--- src/rtl/div_unit.sv ---
// Multi-cycle radix-2 restoring divider for DIV/DIVU in the execute stage.
// Produces {remainder, quotient} WIDTH+1 cycles after acceptance; busy_o feeds the stall request.
module div_unit #(
  parameter int WIDTH = 32
) (
  input  logic                 clk,
  input  logic                 rst,
  input  logic                 signed_div_i,
  input  logic [WIDTH-1:0]     opdata1_i,
  input  logic [WIDTH-1:0]     opdata2_i,
  input  logic                 start_i,
  input  logic                 annul_i,
  output logic [2*WIDTH-1:0]   result_o,
  output logic                 ready_o,
  output logic                 busy_o,
  output logic [1:0]           state_o
);

  localparam int CW = $clog2(WIDTH);

  typedef enum logic [1:0] {
    S_FREE    = 2'd0,
    S_BY_ZERO = 2'd1,
    S_ON      = 2'd2,
    S_END     = 2'd3
  } state_e;

  state_e               state_q;
  logic [CW-1:0]        cnt_q;
  logic [WIDTH-1:0]     dq_q;
  logic [WIDTH-1:0]     dvs_q;
  logic [WIDTH-1:0]     rem_q;
  logic                 sgn1_q;
  logic                 sgn2_q;
  logic [2*WIDTH-1:0]   result_q;
  logic                 ready_q;
  logic                 busy_q;

  logic [WIDTH:0]       partial;
  logic [WIDTH-1:0]     diff;
  logic                 take;
  logic [WIDTH-1:0]     rem_d;
  logic [WIDTH-1:0]     dq_d;
  logic [WIDTH-1:0]     quo_fix;
  logic [WIDTH-1:0]     rem_fix;
  logic                 last_step;

  // dq_q holds the dividend on acceptance; each step shifts a dividend bit out
  // of the top and a quotient bit into the bottom, so it ends as the quotient.
  always_comb begin
    partial   = {rem_q, dq_q[WIDTH-1]};
    diff      = partial[WIDTH-1:0] - dvs_q;
    take      = (partial >= {1'b0, dvs_q});
    rem_d     = take ? diff : partial[WIDTH-1:0];
    dq_d      = {dq_q[WIDTH-2:0], take};
    quo_fix   = (sgn1_q ^ sgn2_q) ? -dq_d : dq_d;
    rem_fix   = sgn1_q ? -rem_d : rem_d;
    last_step = (cnt_q == CW'(WIDTH - 1));
  end

  always_ff @(posedge clk or negedge rst) begin
    if (!rst) begin
      state_q  <= S_FREE;
      cnt_q    <= '0;
      dq_q     <= '0;
      dvs_q    <= '0;
      rem_q    <= '0;
      sgn1_q   <= 1'b0;
      sgn2_q   <= 1'b0;
      result_q <= '0;
      ready_q  <= 1'b0;
      busy_q   <= 1'b0;
    end else begin
      case (state_q)
        S_FREE: begin
          ready_q  <= 1'b0;
          result_q <= '0;
          busy_q   <= 1'b0;
          if (start_i && !annul_i) begin
            // Sign bits are only kept in signed mode, so unsigned needs no fix-up.
            sgn1_q <= signed_div_i & opdata1_i[WIDTH-1];
            sgn2_q <= signed_div_i & opdata2_i[WIDTH-1];
            dq_q   <= (signed_div_i && opdata1_i[WIDTH-1]) ? -opdata1_i : opdata1_i;
            dvs_q  <= (signed_div_i && opdata2_i[WIDTH-1]) ? -opdata2_i : opdata2_i;
            rem_q  <= '0;
            cnt_q  <= '0;
            busy_q <= 1'b1;
            state_q <= (opdata2_i == '0) ? S_BY_ZERO : S_ON;
          end
        end
        S_BY_ZERO: begin
          busy_q <= 1'b0;
          if (annul_i) begin
            state_q <= S_FREE;
          end else begin
            state_q  <= S_END;
            result_q <= '0;
            ready_q  <= 1'b1;
          end
        end
        S_ON: begin
          if (annul_i) begin
            state_q <= S_FREE;
            busy_q  <= 1'b0;
          end else begin
            rem_q <= rem_d;
            dq_q  <= dq_d;
            cnt_q <= cnt_q + CW'(1);
            if (last_step) begin
              state_q  <= S_END;
              busy_q   <= 1'b0;
              ready_q  <= 1'b1;
              result_q <= {rem_fix, quo_fix};
            end
          end
        end
        S_END: begin
          if (!start_i) begin
            state_q  <= S_FREE;
            ready_q  <= 1'b0;
            result_q <= '0;
          end
        end
        default: state_q <= S_FREE;
      endcase
    end
  end

  assign result_o = result_q;
  assign ready_o  = ready_q;
  assign busy_o   = busy_q;
  assign state_o  = state_q;

endmodule

--- config.mk ---
export PLATFORM = sky130hd
export DESIGN_NAME = div_unit
export DESIGN_NICKNAME = d
export VERILOG_FILES = /design/src/rtl/div_unit.sv
export SDC_FILE = /design/constraint.sdc
export NUM_CORES = 1
export LEC_CHECK = 0
export ABC_AREA = 1
export CAP_MARGIN = 10
export CORE_ASPECT_RATIO = 1.25
export CORE_MARGIN = 4
export CORE_UTILIZATION = 35
export DETAILED_ROUTE_END_ITERATION = 10
export PLACE_DENSITY = 0.51
export SLEW_MARGIN = 20
export SYNTH_ARGS = -nofsm -noshare
export SYNTH_HDL_FRONTEND = slang
export SYNTH_SLANG_ARGS = --single-unit
export TNS_END_PERCENT = 20
--- constraint.sdc ---
create_clock -name clk -period 8.1 [get_ports clk]
set_input_delay 2.43 -clock clk [delete_from_list [all_inputs] [get_ports clk]]
set_output_delay 2.43 -clock clk [all_outputs]
set_load 0.02 [all_outputs]
; ---- Word-level counts from Yosys, hierarchy flattened
; Cells that the tools add are included.
[word_totals]
ff_bits = 171
inputBits = 69
output_inout_bits = 68
word_cells = 78
[classes]
order_cmp = 1
n_eq_ne = 10
n_bitwise = 3
reduce_logical = 13
mux = 35
n_addsub = 6
[ops]
columns = operator, n
row1 = $mux 32, 9
row2 = $mux 64, 4
row3 = $pmux 64 s4, 1
row4 = $neg 32->32, 4
row5 = $pmux 32 s2, 2
row6 = $ge 33x32->1, 1
row7 = $logic_not 32->1, 1
row8 = $sub 32x32->32, 1
row9 = $mux 2, 6
row10 = $mux 5, 2
row11 = $ne 2x2->1 const B, 5
row12 = $pmux 5 s2, 1
row13 = $pmux 2 s4, 1
row14 = $mux 1, 7
row15 = $reduce_and 3->1, 2
row16 = $add 5x1->5 const B, 1
row17 = $eq 5x5->1 const B, 1
row18 = $eq 2x2->1 const B, 2
row19 = $pmux 1 s4, 1
row20 = $reduce_and 2->1, 2
row21 = $reduce_and 4->1, 1
row22 = $logic_and 1x1->1, 3
row23 = $ne 3x3->1 const B, 1
row24 = $pmux 1 s3, 1
row25 = other kinds (7), 8

; ---- Depth between registers and ports, before layout
; Gate-level depths: netlist of the first run.
[logic_depth]
ltp_word = 7
depth_mapped = 26
depth_no_buf = 25

; ---- Worst setup path before layout of the first run
; OpenSTA, ideal clock, no wires.
[synth_path]
path_kind = input to register
start = input opdata2_i[0]
end = register dvs_q[28]
path_buffers = 0
path_stages = 13
t_required_ps = 7970
setup_ps = 130
setup_slack_ps = 3554
arrival_ps = 4416
cell_sequence = inv_1 > ha_1 > nor3b_1 > nand2_1 > nor3_1 > nand4_1 > nor3_1 > nand3_1 > nor3_1 > nand2_1 > o21ai_1 > xor2_1 > o21ai_1
[synth_via]
elab_chain_cells = 2
[synth_rtl]
columns = item, line
row1 = from (decl), 10  ; input logic [WIDTH-1:0] opdata2_i,
row2 = $neg 32->32, 84  ; dvs_q <= (signed_div_i && opdata2_i[WIDTH-1]) ? -opdata2_i : opdata2_i;
row3 = $mux 32, 84
row4 = to (signal assigned), 84
row5 = to (decl), 31  ; logic [WIDTH-1:0] dvs_q;
; No other way between the ends.
; A chain may end at the register's enable or synchronous reset.

; ---- Final worst setup path of the first run
[layout_path]
start = input opdata2_i[0]
end = register state_q[1], in the netlist state_o[1]
[layout_via]
elab_chain_cells = 4
[layout_rtl]
columns = item, line
row1 = $logic_not 32->1, 88  ; state_q <= (opdata2_i == '0) ? S_BY_ZERO : S_ON;
row2 = $mux 2, 88
row3 = $mux 2, 79  ; if (start_i && !annul_i) begin
row4 = $pmux 2 s4, 74  ; case (state_q)
row5 = to (signal assigned), 88
row6 = to (decl), 28  ; state_e state_q;
; No other way between the ends. The select of a mux whose other input is x is not followed.

==> results.json, run 1 <==
{
  "clkLatencyLatePin_ps": 460,
  "die_area_um2": 39100,
  "switching_share_pct": 56.6,
  "grt_pass1_wl_um": 66400,
  "die_y_um": 220,
  "clk_path_buf_depth": 2,
  "dieWidth_um": 178,
  "synth_cells": 1880,
  "place_ws_ps": 2440,
  "fill_cells": 3863,
  "num_antenna_cells": 0,
  "fin_skew_ps": 10.0,
  "via_count": 12451,
  "io_buffers": 136,
  "synth_nets": 1993,
  "layout_commonest_cell": "nand2_1",
  "postRouteAntennaNets": 0,
  "clkSinkCount": 171,
  "crit_type": "in2reg",
  "most-common-layout-cells": "nand2_1, inv_1, nor2_1, dfrtp_1, o21ai_0",
  "viasPerCell": 5.02,
  "synth.avg_cell_area_um2": 6.70,
  "rsz0062_at_grt": "false",
  "period_needed_ps": 5150,
  "p_leak_uw": 0.00746,
  "drive_gt1_share_pct": 4.84,
  "netSwitchingPower_uw": 4070,
  "fmax_mhz": 194,
  "post_cts_resized": 0,
  "crit_fanout": 4,
  "finalHoldViolations": 0,
  "startpoint_type": "primary input",
  "io_pins": 137,
  "area_growth_pct": 18.8,
  "pwr-share-comb_pct": 69.3,
  "postCtsHoldBufs": 0,
  "wl_um": 42000,
  "htree_levels": 4,
  "min_path_type": "reg2reg",
  "cts_tree": "yes",
  "ir_drop_uv": 181,
  "tightest_slew_ps": 956,
  "core_area_um2": 35500,
  "post-route-cell-area_um2": 15000,
  "start_util_pct": 35.6,
  "tns_ps": 0,
  "antenna_found_initial": 0,
  "dp_hpwl_um": 32400,
  "setup_viol": 0,
  "intPower_uw": 3120,
  "synth-warning-count": 0,
  "drv_slew": 0,
  "holdWs_ps": 480,
  "power.density_nw_per_um2": 481,
  "pwr-share-clk_pct": 11.4,
  "maxCapViolCount": 0,
  "relSlewSlack_pct": 36.3,
  "wire_per_inst_um": 16.9,
  "grt_start_max_net_pins": 89,
  "fp-row-count": 77,
  "place_congestion": 0.889,
  "post_cts_buffers": 0,
  "timing.final.ws_setup_ps": 2950,
  "fin_crit_sh_pct": 63.6,
  "overflow": 0,
  "drc": 0,
  "grtUsageTotal_pct": 21.8,
  "yosysUniqueCellTypes": 49,
  "placed_area_um2": 14400,
  "numCtsBuffers": 17,
  "dr.pass1.iters": 5,
  "fin_nets": 2104,
  "ys_seq_area_share_pct": 33.9,
  "pwr-share-seq_pct": 19.3,
  "crit_arrival_ps": 5500,
  "end_kind": "flip-flop",
  "ys_ff_latch": 171,
  "power.total_uw": 7190,
  "grt_pass1_vias": 12312,
  "cts_root_buf": "clkbuf_16",
  "clk_pin_slew_ps": 70,
  "drtIter0Drc": 750,
  "cp_data_required_time_ps": 8440,
  "syn-cell-area_um2": 12600,
  "status": "finished clean"
}
-- Yosys cell counts, drive strengths merged --
| master | instances | share of area (%) |
|---|---|---|
| nor2 | 181 | 5.8 |
| o211ai | 3 | 0.18 |
| nor4 | 10 | 0.50 |
| buf | 12 | 0.82 |
| or4 | 1 | 0.060 |
| mux2i | 1 | 0.079 |
| or2 | 6 | 0.30 |
| fa | 1 | 0.16 |
| nor3b | 1 | 0.060 |
| o31ai | 8 | 0.48 |
| nand2 | 604 | 18 |
| xnor2 | 19 | 1.3 |
| a22oi | 8 | 0.48 |
| dfrtp | 171 | 34 |
| o211a | 1 | 0.079 |
| o21ai | 164 | 6.6 |
| o22ai | 7 | 0.35 |
| nand4 | 23 | 1.1 |
| a31oi | 1 | 0.050 |
| a22o | 3 | 0.21 |
| xor2 | 58 | 4.0 |
| nor3 | 32 | 1.3 |
| nand3 | 132 | 5.4 |
| o21bai | 5 | 0.39 |
| ha | 43 | 4.3 |
| a21oi | 53 | 2.2 |
| clkinv | 3 | 0.089 |
| o221ai | 26 | 1.8 |
| and2 | 1 | 0.050 |
| inv | 247 | 7.4 |
| nand3b | 5 | 0.30 |
| a32o | 6 | 0.48 |
| clkbuf | 44 | 1.3 |
-- per-layer routing --
layer / routed length [um] / up-vias / part of all wire, % / track usage [%]
met5: 0 / - / 0 / 0
met4: 1830 / 0 / 4.4 / 10.1
met3: 2100 / 72 / 5.0 / 4.24
met2: 20300 / 300 / 48 / 37.6
met1: 17800 / 5783 / 42 / 26.3
li1: - / 6296 / - / -
-- critical path, stage by stage --
cell	delay, ps
clkdlybuf4s50_1	400
inv_1	120
ha_1	170
nor3b_1	270
nand2_1	110
nor3_1	320
nand4_1	190
nor3_1	300
nand3_1	150
nor3_1	320
nand2_1	160
nor3_1	340
inv_1	90
nand2_1	70
a22oi_1	50
-- power by group through the flow --
| stage | logic, uW | clock network, uW | registers, uW |
|---|---|---|---|
| global placement | 4970 | 0 | 1400 |
| detailed placement | 4990 | 0 | 1400 |
| floorplan | 3500 | 0 | 1440 |
| CTS | 5020 | 844 | 1390 |
| finish | 4990 | 817 | 1390 |
| global route | 5630 | 873 | 1430 |
-- final timing paths --
check                                              from                        to  slack, ps  cells past startpoint
worst min register to register  result_o[6]$_DFFE_PN0P_   result_o[6]$_DFFE_PN0P_        480                      2
max in group asynchronous                           rst   result_o[3]$_DFFE_PN0P_       4750                      2
min in group asynchronous                           rst     dvs_q[12]$_DFFE_PN0P_       2030                      1
worst min-delay path            result_o[6]$_DFFE_PN0P_   result_o[6]$_DFFE_PN0P_        480                      2
worst max register to register    dvs_q[12]$_DFFE_PN0P_  result_o[24]$_DFFE_PN0P_       3040                     21
worst max-delay path                       opdata2_i[0]    state_o[1]$_DFFE_PN0P_       2950                     15
-- cell type report --
| cell class | count | area (um2) | share of cell area, % |
|---|---|---|---|
| Sequential cell | 171 | 4280 | 28.6 |
| Clock inverter | 14 | 130 | 0.869 |
| Timing Repair Buffer | 148 | 1450 | 9.70 |
| Clock buffer | 18 | 439 | 2.93 |
| Multi-Input combinational cell | 1403 | 7140 | 47.7 |
| Tap cell | 474 | 593 | 3.96 |
| Inverter | 250 | 938 | 6.27 |
-- stage by stage --
stage | utilization, % | instances
5_1_grt | 42.2 | 2478
3_3_place_gp | 40.6 | 2446
3_5_place_dp | 40.6 | 2446
6_report | 42.2 | 2478
4_1_cts | 42.2 | 2478
2_1_floorplan | - | 1880
-- logic make-up (layout without fill, tap and decap cells) --
family,Yosys count,count (layout),share of synthesized area (%)
AO/OA/AOI/OAI,285,285,13.3
XOR/XNOR,77,77,5.35
adder cells (fa/ha/maj),44,44,4.43
buffers and inverters,306,430,9.58
flip-flops,171,171,33.9
multiplexers,1,1,0.0794
AND/OR/NAND/NOR,996,996,33.4
-- state kept, by name, summed over array words and instances, names as in the netlist --
signal / flops
dvs_q: 32
sgn1_q: 1
cnt_q: 5
rem_q: 32
ready_o: 1
sgn2_q: 1
dq_q: 32
busy_o: 1
result_o: 64
state_o: 2
(Power assumes the default switching activity.)
==> inputs of run 2 (changes only) <==
--- a/config.mk
+++ b/config.mk
@@ -11,7 +11,7 @@
 export CORE_MARGIN = 4
 export CORE_UTILIZATION = 35
 export DETAILED_ROUTE_END_ITERATION = 10
-export PLACE_DENSITY = 0.51
+export PLACE_DENSITY = 0.53
 export SLEW_MARGIN = 20
 export SYNTH_ARGS = -nofsm -noshare
 export SYNTH_HDL_FRONTEND = slang
==> constraint.sdc (replaced) <==
create_clock -name clk -period 4.2 [get_ports clk]
set_input_delay 1.26 -clock clk [delete_from_list [all_inputs] [get_ports clk]]
set_output_delay 1.26 -clock clk [all_outputs]
set_load 0.02 [all_outputs]
==> run 2 against run 1 <==
Non-clock buffer count up 21. Clock skew increased by 3.3 ps. First-iteration DRC count down 22%. Largest power group unchanged. Combinational power rose by 95%. Hold slack worse by 1.2 ps. Utilization is 0.66 points higher. Clock power grew 110%. Global-route usage shrank 0.34 points. Die area unchanged.
==> results.json, run 2 (synthesized netlist as in run 1, its figures left out) <==
{
  "status": "finished clean",
  "wire_per_inst_um": 16.6,
  "end_kind": "flip-flop",
  "drc": 0,
  "die_area_um2": 39100,
  "drive_gt1_share_pct": 5.73,
  "numCtsBuffers": 17,
  "min-delay-start": "result_o[43]$_DFFE_PN0P_",
  "tns_ps": 0,
  "drtIter0Drc": 584,
  "antenna_found_initial": 0,
  "post_cts_resized": 0,
  "grt_pass1_vias": 12501,
  "crit_arrival_ps": 4140,
  "finalHoldViolations": 0,
  "fmax_mhz": 263,
  "postRouteAntennaNets": 0,
  "startpoint_type": "flip-flop",
  "io_pins": 137,
  "cpPeakStageDelay_ps": 410,
  "maxCapViolCount": 0,
  "cts_root_buf": "clkbuf_16",
  "num_antenna_cells": 0,
  "period_needed_ps": 3800,
  "grtUsageTotal_pct": 21.5,
  "fill_cells": 3873,
  "fin_skew_ps": 13.3,
  "via_count": 12458,
  "dieWidth_um": 178,
  "largest_reg_flops": 64,
  "power.density_nw_per_um2": 931,
  "dp_hpwl_um": 32600,
  "clkLatencyLatePin_ps": 450,
  "fin_crit_sh_pct": 90.5,
  "start_util_pct": 35.6,
  "clkSinkCount": 171,
  "post_cts_buffers": 0,
  "clk_path_buf_depth": 2,
  "relSlewSlack_pct": 31.9,
  "viasPerCell": 4.99,
  "most-common-layout-cells": "nand2_1, inv_1, nor2_1, dfrtp_1, o21ai_0",
  "path_cells": "inv_1 -> ha_1 -> nand2_1 -> nand2_1 -> a21oi_2 -> nand2_1 -> nand2_1 -> nand3_2 -> nor2_8 -> nand2_8 -> inv_2 -> ha_1 -> nand3_1 -> nor2_1 -> nand3_1 -> nor3_1 -> buf_4 -> nand4_1 -> nor2_1 -> nor2_1 -> or2_2 -> a32o_1",
  "postCtsHoldBufs": 0,
  "min_path_type": "reg2reg",
  "htree_levels": 4,
  "p_leak_uw": 0.00761,
  "fp-row-count": 77,
  "cts_tree": "yes",
  "wl_um": 41500,
  "area_growth_pct": 20.6,
  "tightest_slew_ps": 1020,
  "grt_pass1_wl_um": 66400,
  "power.total_uw": 14200,
  "cp_common_cell": "nand2_1",
  "grt_start_max_net_pins": 76,
  "clk_pin_slew_ps": 70,
  "layout_commonest_cell": "nand2_1",
  "place_congestion": 0.897,
  "ir_drop_uv": 410,
  "fin_nets": 2125,
  "setup_viol": 0,
  "overflow": 0,
  "worstSetupStartpoint": "dvs_q[22]$_DFFE_PN0P_",
  "io_buffers": 136,
  "crit_type": "reg2reg",
  "r2r-start": "dvs_q[22]$_DFFE_PN0P_",
  "cp_data_required_time_ps": 4540,
  "slowest_stage": "dfrtp_1",
  "die_y_um": 220,
  "core_area_um2": 35500,
  "dr.pass1.iters": 5,
  "drv_slew": 0,
  "rsz0062_at_grt": "false",
  "crit_fanout": 6
}
## run 2: cell types whose count changed in the layout (fill, tap and decap cells not counted), moves of 2 or more
cell / previous run / this run
buf_12: 0 / 2
clkinv_2: 0 / 3
inv_6: 4 / 2
buf_4: 12 / 31
bufinv_16: 0 / 4
clkinvlp_4: 4 / 0
## run 2: routing by layer
metal | global-route usage, % | vias to the layer above | wire length [um]
met5 | 0 | - | 0
met4 | 7.07 | 0 | 1170
met3 | 3.96 | 52 | 1810
met2 | 38.7 | 273 | 20800
met1 | 25.8 | 5790 | 17700
li1 | - | 6343 | -
## run 2: final timing paths
kind                       depth (start not counted)  slack (ps)                  endpoint
max reg2reg                                       22         400  result_o[24]$_DFFE_PN0P_
min                                                2         480  result_o[43]$_DFFE_PN0P_
max in group asynchronous                          2        2430       dq_q[8]$_DFFE_PN0P_
max                                               22         400  result_o[24]$_DFFE_PN0P_
min reg2reg                                        2         480  result_o[43]$_DFFE_PN0P_
min in group asynchronous                          1         850      dvs_q[9]$_DFFE_PN0P_
## run 2: layout make-up
type                       count  area (um2)  share of cell area [%]
clock buffer                  18         429                    2.82
tap                          474         593                    3.90
sequential                   171        4280                    28.1
timing repair buffer         169        1640                    10.8
multi-input combinational   1403        7140                    47.0
clock inverter                13         190                    1.25
inverter                     250         938                    6.17
## run 2: per-stage QoR
step	hold slack, ps	cell area (um2)	std cells	utilization (%)	setup WS [ps]
6_report	479	15200	2498	42.9	398
5_1_grt	509	15200	2498	42.9	108
4_1_cts	486	15200	2498	42.9	425
3_5_place_dp	467	14600	2467	41.1	20.7
3_3_place_gp	463	14600	2467	41.1	97.4
2_1_floorplan	453	12600	1880	-	688
## run 2: power breakdown
group	leakage [uW]	internal [uW]	switching, uW
sequential	0.00228	2220	475
combinational	0.00502	3150	6600
clock	0.000306	1000	723
## run 2: worst max-delay path: cells and delay by family (launching register included)
family | cells | cell delay (ps)
AO/OA/AOI/OAI | 2 | 370
adder cells (fa/ha/maj) | 2 | 570
buffers and inverters | 3 | 300
flip-flops | 1 | 410
AND/OR/NAND/NOR | 15 | 2050
